<file path="src/rtl/vga24_pkg.sv">
// Shared widths, field offsets and the beat record for the RGB888 -> 24-bit video packer.
package vga24_pkg;

  localparam int PIX_W   = 24;
  localparam int COMP_W  = 8;
  localparam int R_MSB   = 23;
  localparam int G_MSB   = 15;
  localparam int B_MSB   = 7;
  localparam int COORD_W = 12;

  typedef struct packed {
    logic [COMP_W-1:0] r;
    logic [COMP_W-1:0] g;
    logic [COMP_W-1:0] b;
    logic              sof;
    logic              eol;
  } vga24_beat_t;

  // Pure bit placement of the three components into one video word.
  function automatic logic [PIX_W-1:0] pack_rgb(input vga24_beat_t beat);
    logic [PIX_W-1:0] word;
    word = '0;
    word[R_MSB -: COMP_W] = beat.r;
    word[G_MSB -: COMP_W] = beat.g;
    word[B_MSB -: COMP_W] = beat.b;
    return word;
  endfunction

endpackage

</file>
<file path="src/rtl/vga24_skid_buf.sv">
// Generic 2-entry skid buffer: an output register plus one holding register.
// s_ready is registered and only reflects whether the holding register is empty.
module vga24_skid_buf #(
  parameter int W = 26
) (
  input  logic         clk,
  input  logic         rst,
  input  logic [W-1:0] s_data,
  input  logic         s_valid,
  output logic         s_ready,
  output logic [W-1:0] m_data,
  output logic         m_valid,
  input  logic         m_ready
);

  logic [W-1:0] skid_data;
  logic         skid_valid;
  logic         skid_valid_nxt;
  logic         accept;
  logic         load;

  assign accept = s_valid & s_ready;
  assign load   = ~m_valid | m_ready;

  always_comb begin
    skid_valid_nxt = skid_valid;
    if (load)
      skid_valid_nxt = 1'b0;
    else if (accept)
      skid_valid_nxt = 1'b1;
  end

  always_ff @(posedge clk or posedge rst) begin
    if (rst) begin
      m_data     <= '0;
      m_valid    <= 1'b0;
      skid_data  <= '0;
      skid_valid <= 1'b0;
      s_ready    <= 1'b0;
    end else begin
      skid_valid <= skid_valid_nxt;
      s_ready    <= ~skid_valid_nxt;
      // s_ready is low whenever the skid holds data, so accept and skid_valid never coincide.
      if (load) begin
        if (skid_valid) begin
          m_data  <= skid_data;
          m_valid <= 1'b1;
        end else begin
          m_valid <= accept;
          if (accept)
            m_data <= s_data;
        end
      end else if (accept) begin
        skid_data <= s_data;
      end
    end
  end

endmodule

</file>
<file path="src/rtl/rgb888_to_vga24.sv">
// Packs R/G/B + sof/eol into 24-bit video words, tracks pixel coordinates.
// Optional geometry checker enabled by defining RGB888_GEOM_CHECK_EN.
module rgb888_to_vga24
  import vga24_pkg::*;
#(
  parameter int H_ACTIVE = 640,
  parameter int V_ACTIVE = 480
) (
  input  logic               clk,
  input  logic               rst,
  input  logic [COMP_W-1:0]  s_r,
  input  logic [COMP_W-1:0]  s_g,
  input  logic [COMP_W-1:0]  s_b,
  input  logic               s_sof,
  input  logic               s_eol,
  input  logic               s_valid,
  output logic               s_ready,
  output logic [PIX_W-1:0]   m_data,
  output logic               m_sof,
  output logic               m_eol,
  output logic               m_valid,
  input  logic               m_ready,
  output logic [COORD_W-1:0] pix_x,
  output logic [COORD_W-1:0] pix_y,
  input  logic               err_clr,
  output logic               err_line,
  output logic               err_frame
);

  localparam logic [COORD_W-1:0] COORD_ONE = COORD_W'(1);

  vga24_beat_t        in_beat;
  vga24_beat_t        out_beat;
  logic               xfer;
  logic [COORD_W-1:0] x_cnt;
  logic [COORD_W-1:0] y_cnt;

  assign in_beat = '{r: s_r, g: s_g, b: s_b, sof: s_sof, eol: s_eol};

  vga24_skid_buf #(
    .W($bits(vga24_beat_t))
  ) u_skid (
    .clk     (clk),
    .rst     (rst),
    .s_data  (in_beat),
    .s_valid (s_valid),
    .s_ready (s_ready),
    .m_data  (out_beat),
    .m_valid (m_valid),
    .m_ready (m_ready)
  );

  assign m_data = pack_rgb(out_beat);
  assign m_sof  = out_beat.sof;
  assign m_eol  = out_beat.eol;
  assign xfer   = m_valid & m_ready;

  always_ff @(posedge clk or posedge rst) begin
    if (rst) begin
      x_cnt <= '0;
      y_cnt <= '0;
    end else if (xfer) begin
      if (m_eol) begin
        x_cnt <= '0;
        y_cnt <= m_sof ? '0 : y_cnt + COORD_ONE;
      end else begin
        x_cnt <= (m_sof ? '0 : x_cnt) + COORD_ONE;
        if (m_sof)
          y_cnt <= '0;
      end
    end
  end

  assign pix_x = m_sof ? '0 : x_cnt;
  assign pix_y = m_sof ? '0 : y_cnt;

`ifdef RGB888_GEOM_CHECK_EN
  localparam logic [COORD_W-1:0] H_LAST  = COORD_W'(H_ACTIVE - 1);
  localparam logic [COORD_W-1:0] V_LINES = COORD_W'(V_ACTIVE);

  logic seen_sof;

  // A new error in the same cycle as err_clr must survive, so sets come last.
  always_ff @(posedge clk or posedge rst) begin
    if (rst) begin
      err_line  <= 1'b0;
      err_frame <= 1'b0;
      seen_sof  <= 1'b0;
    end else begin
      if (err_clr) begin
        err_line  <= 1'b0;
        err_frame <= 1'b0;
      end
      if (xfer && m_eol && (pix_x != H_LAST))
        err_line <= 1'b1;
      if (xfer && m_sof && seen_sof && (y_cnt != V_LINES))
        err_frame <= 1'b1;
      if (xfer && m_sof)
        seen_sof <= 1'b1;
    end
  end
`else
  logic unused_cfg;
  assign unused_cfg = err_clr ^ (H_ACTIVE == V_ACTIVE);
  assign err_line   = 1'b0;
  assign err_frame  = 1'b0;
`endif

endmodule
</file>
<file path="config.mk">
export PLATFORM = sky130hd
export DESIGN_NAME = rgb888_to_vga24
export DESIGN_NICKNAME = d
export VERILOG_FILES = /design/src/rtl/vga24_pkg.sv /design/src/rtl/vga24_skid_buf.sv /design/src/rtl/rgb888_to_vga24.sv
export SDC_FILE = /design/constraint.sdc
export NUM_CORES = 1
export LEC_CHECK = 0
export ABC_AREA = 1
export CAP_MARGIN = 25
export CELL_PAD_IN_SITES_DETAIL_PLACEMENT = 1
export CELL_PAD_IN_SITES_GLOBAL_PLACEMENT = 1
export CORE_MARGIN = 2
export CORE_UTILIZATION = 37
export DETAILED_ROUTE_END_ITERATION = 8
export PLACE_DENSITY = 0.87
export SLEW_MARGIN = 20
export SYNTH_ARGS = -nofsm -noshare
export SYNTH_HDL_FRONTEND = slang
export SYNTH_SLANG_ARGS = --single-unit
</file>
<file path="constraint.sdc">
create_clock -name clk -period 3.1 [get_ports clk]
set_input_delay 0.62 -clock clk [delete_from_list [all_inputs] [get_ports clk]]
set_output_delay 0.62 -clock clk [all_outputs]
set_load 0.05 [all_outputs]
</file>
* Word-level counts from Yosys, hierarchy flattened *
Index checks and enable logic that the tools add are counted.

operators by class
  add/subtract/negate cells = 2
  mux-type cells = 10
  bitwise logic cells = 6
  reductions and logical operators = 3

operators by type and width
  operator               count
  $mux 12                5
  $mux 26                2
  $add 12x1->12 const B  2
  $reduce_and 2->1       2
  $mux 1                 3
  $not 1->1              3
  $and 1x1->1            2
  $reduce_bool 2->1      1
  $or 1x1->1             1

word-level totals
  flip-flop bits (word level) = 79
  bits of input ports = 31
  output and inout bits = 54

* Logic depth before layout (Yosys ltp) *
Gate-level depths: netlist of run 1.

  depth after elaboration = 4
  gate-level depth with buffers = 10
  mapped depth without buffers = 10

* By module *
Synthesis of run 1 repeated with hierarchy kept, for this count alone.

unflattened totals
  cell total of the unflattened synthesis = 535
  area, all modules = 4082.7 sq um

modules (own cells, without submodules)
  module           times used  cells an instance  area an instance (sq um)  seq. area each (sq um)
  vga24_skid_buf   1           317                2555.0                    1376.3
  rgb888_to_vga24  1           218                1527.7                    600.6

* Least setup slack after synthesis of run 1 *
Ideal clock, no wire load.

  path kind = flip-flop to flip-flop
  start = reg u_skid.m_data[1]
  end = reg x_cnt[10]
  setup time = 0.118 ns
  data arrival time = 2.542 ns
  slack = 0.440 ns
  cell stages (with the launch flop) = 9
  buffers on the path = 1
  cells stage by stage = dfrtp_1 buf_2 nor2_1 ha_1 nand3_1 nor2_1 nand4_1 nand3_1 nand2_1

between the ends
  cells in the longest elaborated chain, start to end = 3

ends and longest elaborated chain
  element                 line                   RTL
  from (decl)             vga24_skid_buf.sv:11   output logic [W-1:0] m_data,
  from (signal assigned)  vga24_skid_buf.sv:46   m_data <= skid_data;
  from (signal assigned)  vga24_skid_buf.sv:51   m_data <= s_data;
  $mux 12                 --
  via pix_x[0]            rgb888_to_vga24.sv:23  output logic [COORD_W-1:0] pix_x,
  $add 12x1->12           rgb888_to_vga24.sv:67  x_cnt <= (m_sof ? '0 : x_cnt) + COORD_ONE;
  $mux 12                 rgb888_to_vga24.sv:63  if (m_eol) begin
  to (signal assigned)    rgb888_to_vga24.sv:67
  to (decl)               rgb888_to_vga24.sv:35  logic [COORD_W-1:0] x_cnt;

The timed path passes the listed nets, and every way through them passes these cells.
A chain may end at the register's enable or synchronous reset.

* Worst setup path in the final report of run 1 *
  start = reg u_skid.m_data[1]
  end = out pix_x[1]

between the ends
  cells in the longest elaborated chain, start to end = 1

ends and longest elaborated chain
  element    line                   RTL
  $mux 12    rgb888_to_vga24.sv:74  assign pix_x = m_sof ? '0 : x_cnt;
  to (decl)  rgb888_to_vga24.sv:23

No other way between the ends.

==> summary.txt, run 1 <==
Critical path
  – Cell chain of the critical path: inv_2 -> nand2_1 -> inv_1 -> clkdlybuf4s50_1
  – Crit path DAT: 2.26 ns
  – Startpoint types: flip-flop
  – Reg2reg path depth: 9
  – Max stage delay on crit path: roughly 0.8 ns
  – Crit path kind: flip-flop to output pin
  – R2r endpoint: x_cnt[10]
  – RR Startpoint: u_skid.m_data[1]
  – Crit. End Element: output pin
  – WP data required: around 2.5 ns
  – R2R Setup Slk: a little under 0.9 ns
  – Slowest-stage cell, CP: clkdlybuf4s50_1
  – Bufs and invs on worst path: 3
  – Worst path top cell family by delay: buffers and inverters
  – CP Max Fanout: 13

Finish
  – Number of diodes: 0
  – Area growth, synth to finish: 30.7%
  – Finished Layout Cells: 659
  – Layout cell share with drive strength beyond 1: 10.7%
  – Layout Nets: 551
  – Final core utilization: 49.0%

Power
  – Pleak: 2.29 nW
  – Worst IR drop on VDD: between 0.0003 and 0.0004 V
  – Power Density: roughly 760 nW/µm²

Drt
  – Post-DRT Antenna Nets: 0
  – Avg WL per Cell: 15.5 µm
  – Drt total wl: between 10,000 and 15,000 µm
  – Vias: about 3,300
  – Via-to-Cell Ratio: 4.97
  – DR iter-0 viols: 134
  – Number of remaining DRC errors: 0
  – Drt pass-1 iters: 4

Synth
  – Commonest cells in the netlist: nand2_1 (110), dfrtp_1 (79), nor2_1 (62), inv_1 (46), a31oi_1 (24)
  – Synth top area cells: dfrtp_1 (52%), nand2_1 (11%), mux2_4 (6.3%), nor2_1 (6.1%), inv_1 (4.5%)
  – Synth top area share: 51.8%
  – Ys flop type: dfrtp_1
  – Asr flop ratio synth: 100%
  – Synth Cell Area: 3810 µm²
  – Most frequent cell after synthesis: nand2_1
  – Cells after Synth: ~440
  – Synth Register Bits: 79
  – Seq/Total Area, Yosys: 51.8%
  – Post-synth EDFFs: 0
  – Post-Synthesis Mean Instance Area: 8.71 µm²
  – Synth cell types: 29
  – Ys Warns: 0
  – Biggest area consumer among synthesized cells: dfrtp_1

GRT
  – First-pass GRT wire length: 17,600 µm
  – Total grt overflow: 0
  – Pin count of the biggest net entering global routing: 47
  – Vias in the first global route: 3,660
  – GRT Total Usage: 19.7%
  – Initial antenna violation count: 0

Timing
  – Final hold vios: 0
  – Fin crit share: 92.9%
  – Worst slew pin tran: 0.651 ns
  – Final Setup Violations: 0
  – Max Transition Viols Final: 0
  – Setup Skew: 0.00832 ns
  – Min Hold Slack: between 0.4 and 0.5 ns
  – Setup TNS: 0 ns
  – Unrepaired setup endpoints after global routing: no
  – Worst slew margin: 56.5%
  – Setup WS post-layout: between 0.2 and 0.25 ns
  – Fmax: roughly 350 MHz
  – Fin crit period: 2.88 ns

Min path
  – Hold path endpoint: x_cnt[11]
  – Hold Crit Class: flip-flop to flip-flop
  – Hold Crit Depth: 2
  – HP Start: x_cnt[11]

Run status
  – Status: complete, no violations

Clocking
  – Cts hold-fix bufs: 0
  – H-tree depth: 3
  – TritonCTS Sinks: 79
  – Root buf cell: clkbuf_8
  – Post-CTS Resized: 0
  – TritonCTS Buffers: 9
  – Clock-pin transition on the worst setup and hold timing paths: 0.08 ns
  – Clk Latency, worst-skew pair: 0.36 ns
  – CTS tree: built
  – # Post-CTS Setup Buffers: 0
  – Max Buffers Root-to-Sink: 2

Placed design
  – RD Place Congestion: 0.791
  – Dpl hpwl: 7190 µm
  – Pre-CTS setup slack: 0.582 ns
  – PortBufs: 81
  – Placed instance count: 643

Run
  – Max-Cap Viols: 0

Floorplanning
  – Starting Density: a little under two fifths
  – Standard-cell rows: 37
  – Core Area: 10,200 µm²
  – Die H: 106 µm
  – Die X-Extent: 106 µm
  – Die footprint: 11,100 µm²
  – IO Pins: 85
## tightest hold or removal path, stage by stage (launching register included)
cell and delay, ns:
dfrtp_1 0.35, nand2_1 0.06, nand2_1 0.05
## where the power goes
group	total (mW)	switching [mW]	internal (mW)
clock network	0.926	0.389	0.537
logic	1.39	0.876	0.517
registers	1.48	0.187	1.29
total	3.80	1.45	2.35
## per-stage QoR
stage	total power [mW]	area [µm²]
6_report	3.80	4990
5_1_grt	4.01	4990
4_1_cts	3.84	4990
3_5_place_dp	2.89	4750
3_3_place_gp	2.83	4750
2_1_floorplan	2.41	3820
## metal layers
metal | up-vias | global-route usage (%) | part of all wire (%)
li1 | 1558 | - | -
met1 | 1640 | 22.9 | 42
met2 | 63 | 34.8 | 52
met3 | 11 | 5.38 | 5.1
met4 | 0 | 7.05 | 1.2
met5 | - | 0 | 0
## cell usage in the layout, fill, tap and decap left out, types with 8 or more instances in the layout
master / n
a21oi_1: 8
a31oi_1: 24
clkbuf_8: 9
clkdlybuf4s50_1: 81
dfrtp_1: 79
inv_1: 45
mux2_2: 8
mux2_4: 16
nand2_1: 110
nand3_1: 18
nor2_1: 62
o21ai_0: 17
## state kept, by name, summed over array words and instances, names as in the netlist
register and cells:
u_skid.m_data 26, u_skid.skid_data 26, u_skid.skid_valid 1, x_cnt 12
u_skid.m_valid 1, y_cnt 12, u_skid.s_ready 1
## how the worst max path moves through the flow
| stage | start | end | slack, ns | cells after the start |
|---|---|---|---|---|
| global route | u_skid.m_data[1] | pix_x[8] | 0.08 | 4 |
| CTS | u_skid.m_data[1] | pix_x[8] | 0.20 | 4 |
| finish | u_skid.m_data[1] | pix_x[1] | 0.22 | 4 |
| detailed placement | m_ready | u_skid.m_data[16] | 0.58 | 8 |
| floorplan | u_skid.m_data[1] | x_cnt[10] | 0.44 | 8 |
| global placement | u_skid.m_data[1] | pix_x[1] | 0.63 | 4 |
## final cells by class
type / instances / area, µm²
well taps: 136 / 170
repair buffers: 87 / 868
multi-input cells: 291 / 1550
clock inverters: 5 / 106
clock buffers: 11 / 131
fillers: 1224 / 5200
flip-flops and latches: 79 / 1980
inverters: 50 / 189
## kinds of logic after synthesis
group           count (synthesis)  synth area share (%)
compound gates                 54                  8.17
xor+xnor                        1                 0.230
fa+ha+maj                       2                 0.656
buf+inv                        69                  7.77
flops                          79                  51.8
mux                            24                  8.66
other cells                     1                0.0983
simple gates                  208                  22.6
No activity file was read; power rests on OpenSTA's default activity.
==> run 2: changes to the inputs <==
--- a/config.mk
+++ b/config.mk
@@ -9,8 +9,8 @@
 export CAP_MARGIN = 25
 export CELL_PAD_IN_SITES_DETAIL_PLACEMENT = 1
 export CELL_PAD_IN_SITES_GLOBAL_PLACEMENT = 1
-export CORE_MARGIN = 2
 export CORE_UTILIZATION = 37
+export CTS_CLUSTER_SIZE = 16
 export DETAILED_ROUTE_END_ITERATION = 8
 export PLACE_DENSITY = 0.87
 export SLEW_MARGIN = 20
==> constraint.sdc (replaced) <==
create_clock -name clk -period 3.1 [get_ports clk]
set_input_delay 0.465 -clock clk [delete_from_list [all_inputs] [get_ports clk]]
set_output_delay 0.465 -clock clk [all_outputs]
set_load 0.05 [all_outputs]
==> summary.txt, run 2 (synthesis gave the netlist of run 1 again) <==
Power
  – Worst IR drop on VDD: 0.000405 V
  – Power Density: 760 nW/µm²
  – Design Power: 3.77 mW
  – Pleak: 2.29 nW

Critical path
  – R2R Setup Slk: roughly 0.92 ns
  – Crit path kind: flip-flop to output pin
  – Max stage delay on crit path: 0.85 ns
  – WP data required: roughly 2.6 ns
  – Cell chain of the critical path: buf_4 -> nor2_1 -> clkdlybuf4s50_1
  – Crit path DAT: 2.17 ns
  – Startpoint types: flip-flop
  – CP Max Fanout: 15
  – Slowest-stage cell, CP: clkdlybuf4s50_1
  – Crit. End Element: output pin

Timing
  – Final hold vios: 0
  – Worst slew pin tran: 0.813 ns
  – Fin crit period: approximately 2.6 ns
  – Fmax: 380 MHz
  – Min Hold Slack: 0.489 ns
  – Setup TNS: 0 ns
  – Worst slew margin: 45.7%
  – Fin crit share: 84.9%
  – Max Transition Viols Final: 0
  – Unrepaired setup endpoints after global routing: no
  – Setup Skew: 0.0168 ns
  – Final Setup Violations: 0

Drt
  – DR iter-0 viols: a little over 60
  – Drt pass-1 iters: 4
  – Avg WL per Cell: 15.1 µm
  – Vias: 3,270
  – Via-to-Cell Ratio: ~5.0
  – Number of remaining DRC errors: 0
  – Drt total wl: approximately 9900 µm
  – Post-DRT Antenna Nets: 0

Floorplanning
  – IO Pins: between 80 and 90
  – Die footprint: 10,700 µm²
  – Die H: between 100 and 150 µm
  – Core Area: ~10000 µm²
  – Die X-Extent: 104 µm
  – Starting Density: 38.7%
  – Standard-cell rows: 36

Clocking
  – Root buf cell: clkbuf_8
  – H-tree depth: 3
  – Post-CTS Resized: 0
  – Max Buffers Root-to-Sink: 2
  – TritonCTS Sinks: about 80
  – TritonCTS Buffers: 9
  – Clk Latency, worst-skew pair: 0.35 ns
  – # Post-CTS Setup Buffers: 0
  – Clock-pin transition on the worst setup and hold timing paths: roughly 0.090 ns
  – CTS tree: built
  – Cts hold-fix bufs: 0

GRT
  – Vias in the first global route: around 3,500
  – First-pass GRT wire length: around 17,000 µm
  – Initial antenna violation count: 0
  – Pin count of the biggest net entering global routing: between 50 and 60
  – Total grt overflow: 0
  – GRT Total Usage: 19.0%

Finish
  – Biggest regs: u_skid.m_data (26), u_skid.skid_data (26)
  – Fillers: 1,156
  – Most common cell after layout, fill and taps aside: nand2_1
  – Number of diodes: 0
  – Layout Nets: 549
  – Final Cell Area: 4960 µm²
  – Final core utilization: 50.3%
  – Register area: 1980 µm²
  – Layout cell share with drive strength beyond 1: 10.6%
  – Multi-input logic area: 1550 µm²
  – Most frequent cells in the layout: nand2_1 (110), clkdlybuf4s50_1 (81), dfrtp_1 (79)
  – Area growth, synth to finish: 30.1%

Placed design
  – RD Place Congestion: 0.768
  – PortBufs: 81
  – DP Area: 4730 µm²
  – Dpl hpwl: around 6900 µm

Min path
  – Hold Crit Class: primary input to asynchronous set/reset pin

Run
  – Max-Cap Viols: 0

Run status
  – Status: complete, no violations
==> run 2: cell count changes in the layout (fill, tap and decap cells not counted), sizes merged <==
cell	before	now
buf	6	4
clkbuf	11	9
clkinv	2	3
clkinvlp	1	0
inv	49	50
==> run 2: layout make-up <==
type | instances | area share, %
Inverter | 50 | 3.81
Clock buffer | 9 | 2.50
Multi-Input combinational cell | 291 | 31.1
Tap cell | 133 | 3.35
Sequential cell | 79 | 39.8
Timing Repair Buffer | 85 | 17.2
Clock inverter | 6 | 2.19
==> run 2: through the flow <==
| stage | instances | setup slack [ns] |
|---|---|---|
| 2_1_floorplan | 439 | 0.440 |
| 3_3_place_gp | 638 | 0.787 |
| 3_5_place_dp | 638 | 0.736 |
| 4_1_cts | 653 | 0.469 |
| 5_1_grt | 653 | 0.353 |
| 6_report | 653 | 0.467 |
==> run 2: worst paths after layout <==
path,start,endpoint,cells after the start
setup / recovery,u_skid.m_data[1],pix_x[10],3
setup reg to reg,u_skid.m_data[1],x_cnt[10],9
min in group clk,x_cnt[11],x_cnt[11],2
max in group asynchronous,rst,u_skid.skid_data[8],3
hold / removal,rst,u_skid.m_data[3],2
hold reg to reg,x_cnt[11],x_cnt[11],2
==> run 2: power by group <==
| part | total (mW) | switching (mW) | internal [mW] |
|---|---|---|---|
| registers | 1.47 | 0.176 | 1.29 |
| clock network | 0.913 | 0.382 | 0.531 |
| logic | 1.39 | 0.875 | 0.513 |
| total | 3.77 | 1.43 | 2.34 |
==> run 2: routing by layer <==
metal | global-route usage [%] | vias to the layer above | share of wire [%]
met5 | 0 | - | 0
met4 | 5.18 | 0 | 0.96
met3 | 5.03 | 10 | 6.0
met2 | 34.1 | 73 | 51
met1 | 22.4 | 1631 | 42
li1 | - | 1556 | -
==> run 2: worst max-delay path: cells and delay by family, from the launching register on <==
family                 cells  cell delay [ns]
and+or+nand+nor            1             0.22
buffers and inverters      2             1.10
DFF                        1             0.50
==> run 3: changes to the inputs <==
--- a/config.mk
+++ b/config.mk
@@ -9,10 +9,10 @@
 export CAP_MARGIN = 25
 export CELL_PAD_IN_SITES_DETAIL_PLACEMENT = 1
 export CELL_PAD_IN_SITES_GLOBAL_PLACEMENT = 1
-export CORE_UTILIZATION = 37
+export CORE_UTILIZATION = 34
 export CTS_CLUSTER_SIZE = 16
 export DETAILED_ROUTE_END_ITERATION = 8
-export PLACE_DENSITY = 0.87
+export PLACE_DENSITY = 0.84
 export SLEW_MARGIN = 20
 export SYNTH_ARGS = -nofsm -noshare
 export SYNTH_HDL_FRONTEND = slang
==> constraint.sdc (replaced) <==
create_clock -name clk -period 2.1 [get_ports clk]
set_input_delay 0.315 -clock clk [delete_from_list [all_inputs] [get_ports clk]]
set_output_delay 0.315 -clock clk [all_outputs]
set_load 0.05 [all_outputs]
==> summary.txt, run 3 (synthesis gave the netlist of run 1 again) <==
Run status
  – Status: complete, no violations

Floorplanning
  – Core Area: 10,900 µm²
  – Die X-Extent: 108 µm
  – Starting Density: 35.0%
  – IO Pins: 85
  – Die footprint: roughly 12,000 µm²
  – Die H: 108 µm
  – Standard-cell rows: 38

Timing
  – Fmax: 502 MHz
  – Worst slew margin: roughly 62%
  – Fin crit period: 1.99 ns
  – Setup TNS: 0 ns
  – Worst slew pin tran: 0.563 ns
  – Final Setup Violations: 0
  – Fin crit share: 94.8%
  – Setup WS post-layout: 0.109 ns
  – Setup Skew: 0.00790 ns
  – Min Hold Slack: 0.349 ns
  – Final hold vios: 0
  – Unrepaired setup endpoints after global routing: no
  – Max Transition Viols Final: 0

Drt
  – Via-to-Cell Ratio: 4.85
  – DR iter-0 viols: 68
  – Drt pass-1 iters: 4
  – Avg WL per Cell: 14.9 µm
  – Vias: ~3,300
  – Drt total wl: 10,000 µm
  – Post-DRT Antenna Nets: 0
  – Number of remaining DRC errors: 0

Placed design
  – DP Area: 5070 µm²
  – Pre-CTS setup slack: ~0.18 ns
  – Placed instance count: roughly 650
  – PortBufs: 81
  – RD Place Congestion: 0.776
  – Dpl hpwl: 7280 µm

Clocking
  – TritonCTS Sinks: between 70 and 80
  – Clk Latency, worst-skew pair: ~0.35 ns
  – TritonCTS Buffers: 9
  – Max Buffers Root-to-Sink: 2
  – Cts hold-fix bufs: 0
  – CTS tree: built
  – # Post-CTS Setup Buffers: 0
  – H-tree depth: 3
  – Root buf cell: clkbuf_8
  – Clock-pin transition on the worst setup and hold timing paths: 0.08 ns
  – Post-CTS Resized: 0

Power
  – Power Density: approximately 1000 nW/µm²
  – Design Power: approximately 5.4 mW
  – Worst IR drop on VDD: 0.000681 V
  – Pleak: 2.42 nW

Finish
  – Area growth, synth to finish: 37.5%
  – Final core utilization: just under 50%
  – Layout Nets: 558
  – Final Cell Area: 5250 µm²
  – Number of diodes: 0
  – Most frequent cells in the layout: nand2_1 (110), dfrtp_1 (79), nor2_1 (60)
  – Layout cell share with drive strength beyond 1: 17.2%
  – Most common cell after layout, fill and taps aside: nand2_1
  – Finished Layout Cells: 670
  – Biggest regs: u_skid.m_data (26), u_skid.skid_data (26)

Critical path
  – Worst path top cell family by delay: buffers and inverters
  – Crit path kind: flip-flop to output pin
  – Slowest-stage cell, CP: clkdlybuf4s50_1
  – Max stage delay on crit path: 0.89 ns
  – Crit. End Element: output pin
  – Startpoint types: flip-flop
  – Cell chain of the critical path: clkdlybuf4s50_1
  – CP Max Fanout: 4
  – Crit path DAT: 1.68 ns
  – Bufs and invs on worst path: 1
  – WP data required: 1.78 ns

Run
  – Max-Cap Viols: 0

GRT
  – Pin count of the biggest net entering global routing: 33
  – Total grt overflow: 0
  – Vias in the first global route: 3,645
  – GRT Total Usage: 18.9%
  – First-pass GRT wire length: approximately 17,000 µm
  – Initial antenna violation count: 0

Min path
  – Hold Crit Class: primary input to asynchronous set/reset pin
==> run 3: cell type report <==
| class | instances | area [µm²] |
|---|---|---|
| inverter | 50 | 191 |
| sequential | 79 | 1980 |
| timing repair buffer | 94 | 1170 |
| multi-input combinational | 291 | 1560 |
| clock buffer | 11 | 141 |
| clock inverter | 5 | 33.8 |
| fill | 1247 | 5640 |
| tap | 140 | 175 |
==> run 3: final timing paths <==
kind | endpoint | depth (start not counted) | from | slack [ns]
max in group asynchronous | u_skid.skid_data[5] | 3 | rst | 1.24
max reg2reg | x_cnt[10] | 9 | u_skid.m_data[1] | 0.47
min reg2reg | x_cnt[11] | 2 | x_cnt[11] | 0.49
max | m_eol | 1 | u_skid.m_data[0] | 0.11
min in group clk | x_cnt[11] | 2 | x_cnt[11] | 0.49
min | u_skid.m_data[17] | 2 | rst | 0.35
==> run 3: report_power, final <==
| part | switching [mW] | internal (mW) | total (mW) |
|---|---|---|---|
| clock network | 0.574 | 0.460 | 1.03 |
| logic | 1.34 | 0.879 | 2.21 |
| registers | 0.268 | 1.91 | 2.18 |
| total | 2.18 | 3.25 | 5.43 |
==> run 3: metal layers <==
metal,vias up,part of all wire [%],track usage (%),wire [µm]
li1,1580,-,-,-
met1,1594,44,23.2,4390
met2,67,50,32.5,5000
met3,11,4.9,4.24,493
met4,0,1.3,6.85,129
met5,-,0,0,0
==> variant 1 (settings of run 3) <==
Build with the macro `RGB888_GEOM_CHECK_EN` defined.
--- a/src/rtl/rgb888_to_vga24.sv
+++ b/src/rtl/rgb888_to_vga24.sv
@@ -1,5 +1,7 @@
 // Packs R/G/B + sof/eol into 24-bit video words, tracks pixel coordinates.
 // Optional geometry checker enabled by defining RGB888_GEOM_CHECK_EN.
+`define RGB888_GEOM_CHECK_EN
+
 module rgb888_to_vga24
   import vga24_pkg::*;
 #(
Function: changed (Yosys sat finds a counterexample within 4 cycles, from zero or initial values and one cycle with rst high).
==> variant 1 against run 3 <==
  * Routed wire length is 5.6% higher
  * Power increased by 13%
  * Largest cell class unchanged
  * Cell area increased by 2.0%
  * Critical endpoint is now pix_x[8]
  * Maximum frequency fell by 0.84%
  * Worst setup slack worse by 0.017 ns
  * Sequential cell count rose by 3
  * Die area rose by 4.2%
  * Critical path type unchanged
  * Sequential power increased by 5%
  * Area after synthesis is 4.3% higher
==> variant 1: results (changes against run 3) <==
| Metric | Value |
|---|---|
| Status | `complete, no violations` |
| 1st-iter DRT viols | `88 (+29%)` |
| Sequential cell area share | `0.384 (+0.00733)` |
| Share of cells above drive strength 1 | `0.169 (-0.00227)` |
| DP Worst Slack | `-0.0126 ns (-0.193 ns)` |
| Mux cell area share after synthesis | `0.0830 (-0.00354)` |
| Routability cong. | `0.780 (+0.59%)` |
| Met1 GRT Util | `0.219 (-0.0131)` |
| Global-route usage over all layers | `0.188 (-0.00137)` |
| PortBufs | `84 (+3.7%)` |
| Flops & latches, synth | `82 (+3.8%)` |
| Multi-input gate area | `1680 um^2 (+8.3%)` |
| Synth top area cells | `dfrtp_1 52%, nand2_1 10%, nor2_1 6.6%` |
| Worst R2R Path Depth | `7 (-2)` |
| Max FO, Critical Path | `17 (+13)` |
| Post-synth top cells | `111 x nand2_1, 82 x dfrtp_1, 70 x nor2_1` |
| Vias in the first global route | `3666 (+0.58%)` |
| HPWL after DPL | `7.34 mm (+0.82%)` |
| Critical R2R Capture | `err_line` |
| Distinct cell type count of the synthesized netlist | `32 (+10%)` |
| Cells after Synth | `451 (+3.0%)` |
| Fraction of area in multi-input gates | `0.315 (+0.0183)` |
| Inverters | `47 (-6.0%)` |
| 1st-pass router iterations | `6 (+2)` |
| Detail Route met3 WL | `688 um (+40%)` |
| Register area share after synthesis | `0.516 (-0.00232)` |
| Leak Pwr | `2.47 nW (+1.9%)` |
| DR WL/cell | `15.4 um (+3.2%)` |
| Met2 Resource Use GR | `0.329 (+0.00393)` |
==> variant 1: cell types whose count changed after synthesis, moves of 2 or more <==
cell,run 3,this run
nand3_1,18,22
nor3_1,5,3
o21ai_0,17,15
dfrtp_1,79,82
nand2_2,0,2
inv_1,46,44
nor2_1,62,70
==> variant 1: power groups by stage <==
stage	registers, mW	logic [mW]	clock network (mW)
after floorplan	2.81	0.953	0
after global placement	2.28	2.13	0
after detailed placement	2.30	2.19	0
after CTS	2.29	2.20	1.74
after global routing	2.34	2.34	1.78
final	2.28	2.18	1.69
==> variant 1: worst max-delay path, stage by stage (launching register included) <==
cell,delay (ns)
dfrtp_4,0.59
buf_4,0.22
nor2_1,0.35
buf_12,0.19
==> variant 1: how the worst max path moves through the flow <==
stage                   endpoint  slack [ns]
2_1_floorplan           err_line       -0.06
3_3_place_gp    u_skid.m_data[1]        0.07
3_5_place_dp   u_skid.m_data[23]       -0.01
4_1_cts                 pix_x[8]        0.06
5_1_grt                 pix_x[8]        0.03
6_report                pix_x[8]        0.09
==> variant 2 (flow settings as in run 3) <==
Made on the original files. `G_MSB`: 15 -> 14.
--- a/src/rtl/vga24_pkg.sv
+++ b/src/rtl/vga24_pkg.sv
@@ -4,7 +4,7 @@
   localparam int PIX_W   = 24;
   localparam int COMP_W  = 8;
   localparam int R_MSB   = 23;
-  localparam int G_MSB   = 15;
+  localparam int G_MSB   = 14;
   localparam int B_MSB   = 7;
   localparam int COORD_W = 12;
 
Check against the original RTL: not equivalent (a bounded check fails within 4 cycles, from zero or initial values and one cycle with rst high).
==> variant 2 against run 3 <==
  * Power is 2.4% higher
  * Global-route usage up 0.13 points
  * Routed wire length decreased by 1.7%
  * First-iteration DRC count rose by 8.8%
  * Sequential cell count shrank 2
  * Cell area down 4.9%
  * Worst setup slack worse by 0.0036 ns
  * Final cell count is 1.2% lower
  * Area after synthesis shrank 0.13%
  * Sequential share of layout area grew 0.95 points
  * Sequential power decreased by 3%
  * Largest cell class unchanged
==> variant 2: results (changes against run 3) <==
| Metric | Value |
|---|---|
| Vias per std cell | `4.94 (+1.7%)` |
| Synth top area cells | `dfrtp_1 51%, nand2_1 9.9%, nor2_1 6.6%` |
| Worst-path clk slew | `0.08 ns (about the same)` |
| Initial antenna violation count | `0 (unchanged)` |
| Final hold vios | `0 (unchanged)` |
| Max incr delay on CP | `0.85 ns (-0.04 ns)` |
| CP max-delay cell | `clkdlybuf4s50_1` |
| Hold Path Class | `input port to async pin` |
| Vias in the first global route | `3578 (-1.8%)` |
| CTS max path bufs | `2 (unchanged)` |
| Internal reg-to-reg setup slack | `0.31 ns (-0.16 ns)` |
| Routability cong. | `0.786 (+1.3%)` |
| Status | `complete, no violations` |
| CTS buffer count | `9 (unchanged)` |
| PortBufs | `79 (-2.5%)` |
| Largest registers | `u_skid.m_data (25), u_skid.skid_data (25)` |
| Final Skew | `0.00811 ns (+0.000216 ns)` |
| # fillers | `1284 (+3.0%)` |
| 1st-iter DRT viols | `74 (+8.8%)` |
| Maximum VDD drop | `0.000604 V (-11%)` |
| Dominant synthesized flop cell | `dfrtp_1` |
| First-pass GRT wire length | `17.1 mm (-0.56%)` |
| Seq pwr share | `0.382 (-0.019)` |
| Post-synth top cells | `100 x nand2_1, 77 x dfrtp_1, 67 x nor2_1` |
| 1st-pass router iterations | `4 (unchanged)` |
| Slew headroom | `0.631 (+0.00715)` |
| Register area share after synthesis | `0.506 (-0.0125)` |
| Critical R2R Capture | `x_cnt[6]` |
| Global-route usage over all layers | `0.190 (+0.00129)` |
| Root Driver | `clkbuf_8` |
| Max FO, Critical Path | `4 (unchanged)` |
| Net Sw Frac | `0.380 (-0.0208)` |
| Leak Pwr | `2.33 nW (-3.8%)` |
| Worst R2R Path Depth | `7 (-2)` |
| Distinct cell type count of the synthesized netlist | `33 (+14%)` |
| Clk_lat worst skew | `0.35 ns (about the same)` |
| Final #Nets | `550 (-1.4%)` |
| Post-Route WL | `9.84 mm (-1.7%)` |
| Hold_ws | `0.438 ns (+0.0888 ns)` |
| HPWL after DPL | `7.03 mm (-3.5%)` |
| Post-CTS Repair Setup Buffers | `0 (unchanged)` |
| Largest net degree at the start of global routing | `78 (+140%)` |
| Share of cells above drive strength 1 | `0.172 (+0.000716)` |
variant 2: cell count changes in the layout (fill, tap and decap cells not counted), moves of 4 or more:
cell	before	now
buf_12	26	6
buf_4	12	29
inv_1	45	41
nand2_1	110	100
nand3_1	18	28
nor2_1	60	65
variant 2: cell type report:
class,instances,area share
clock buffer,12,0.0291
clock inverter,4,0.0191
inverter,47,0.0366
multi-input combinational,293,0.318
sequential,77,0.386
tap,140,0.0351
timing repair buffer,89,0.176
variant 2: worst max-delay path by stage:
stage / startpoint / endpoint / cells after the start
final: u_skid.m_data[0] / m_eol / 1
after global routing: u_skid.m_data[0] / m_eol / 1
after CTS: u_skid.m_data[0] / m_eol / 1
after detailed placement: m_ready / y_cnt[8] / 8
after global placement: m_ready / y_cnt[8] / 8
after floorplan: u_skid.m_data[1] / pix_x[4] / 4
variant 2: cell families after synthesis:
| group | Yosys count | share of synthesized area |
|---|---|---|
| flops | 77 | 0.506 |
| buf+inv | 69 | 0.0841 |
| mux | 23 | 0.0837 |
| simple gates | 212 | 0.238 |
| other cells | 1 | 0.000984 |
| compound gates | 53 | 0.0811 |
| fa+ha+maj | 2 | 0.00657 |
variant 2: stage by stage:
| step | power (mW) | area (um^2) | setup WS [ns] | instances | utilization |
|---|---|---|---|---|---|
| final | 5.55 | 4990 | 0.105 | 662 | 0.458 |
| after global routing | 5.88 | 4990 | 0.0375 | 662 | 0.458 |
| after CTS | 5.63 | 4990 | 0.0936 | 662 | 0.458 |
| after detailed placement | 4.24 | 4750 | 0.201 | 646 | 0.436 |
| after global placement | 4.16 | 4750 | 0.255 | 646 | 0.436 |
| after floorplan | 3.55 | 3840 | 0.0220 | 439 | - |
variant 2: metal layers:
metal  track usage  vias up  wire (um)
li1              -     1563          -
met1         0.220     1624       4160
met2         0.336       70       5030
met3        0.0496       12        533
met4        0.0695        0        120
met5             0        -          0
variant 2: power by group through the flow:
| stage | combinational, mW | sequential (mW) | clock [mW] |
|---|---|---|---|
| global route | 2.24 | 2.17 | 1.48 |
| CTS | 2.10 | 2.12 | 1.41 |
| global placement | 2.03 | 2.13 | 0 |
| detailed placement | 2.09 | 2.14 | 0 |
| floorplan | 0.938 | 2.61 | 0 |
| finish | 2.07 | 2.12 | 1.36 |
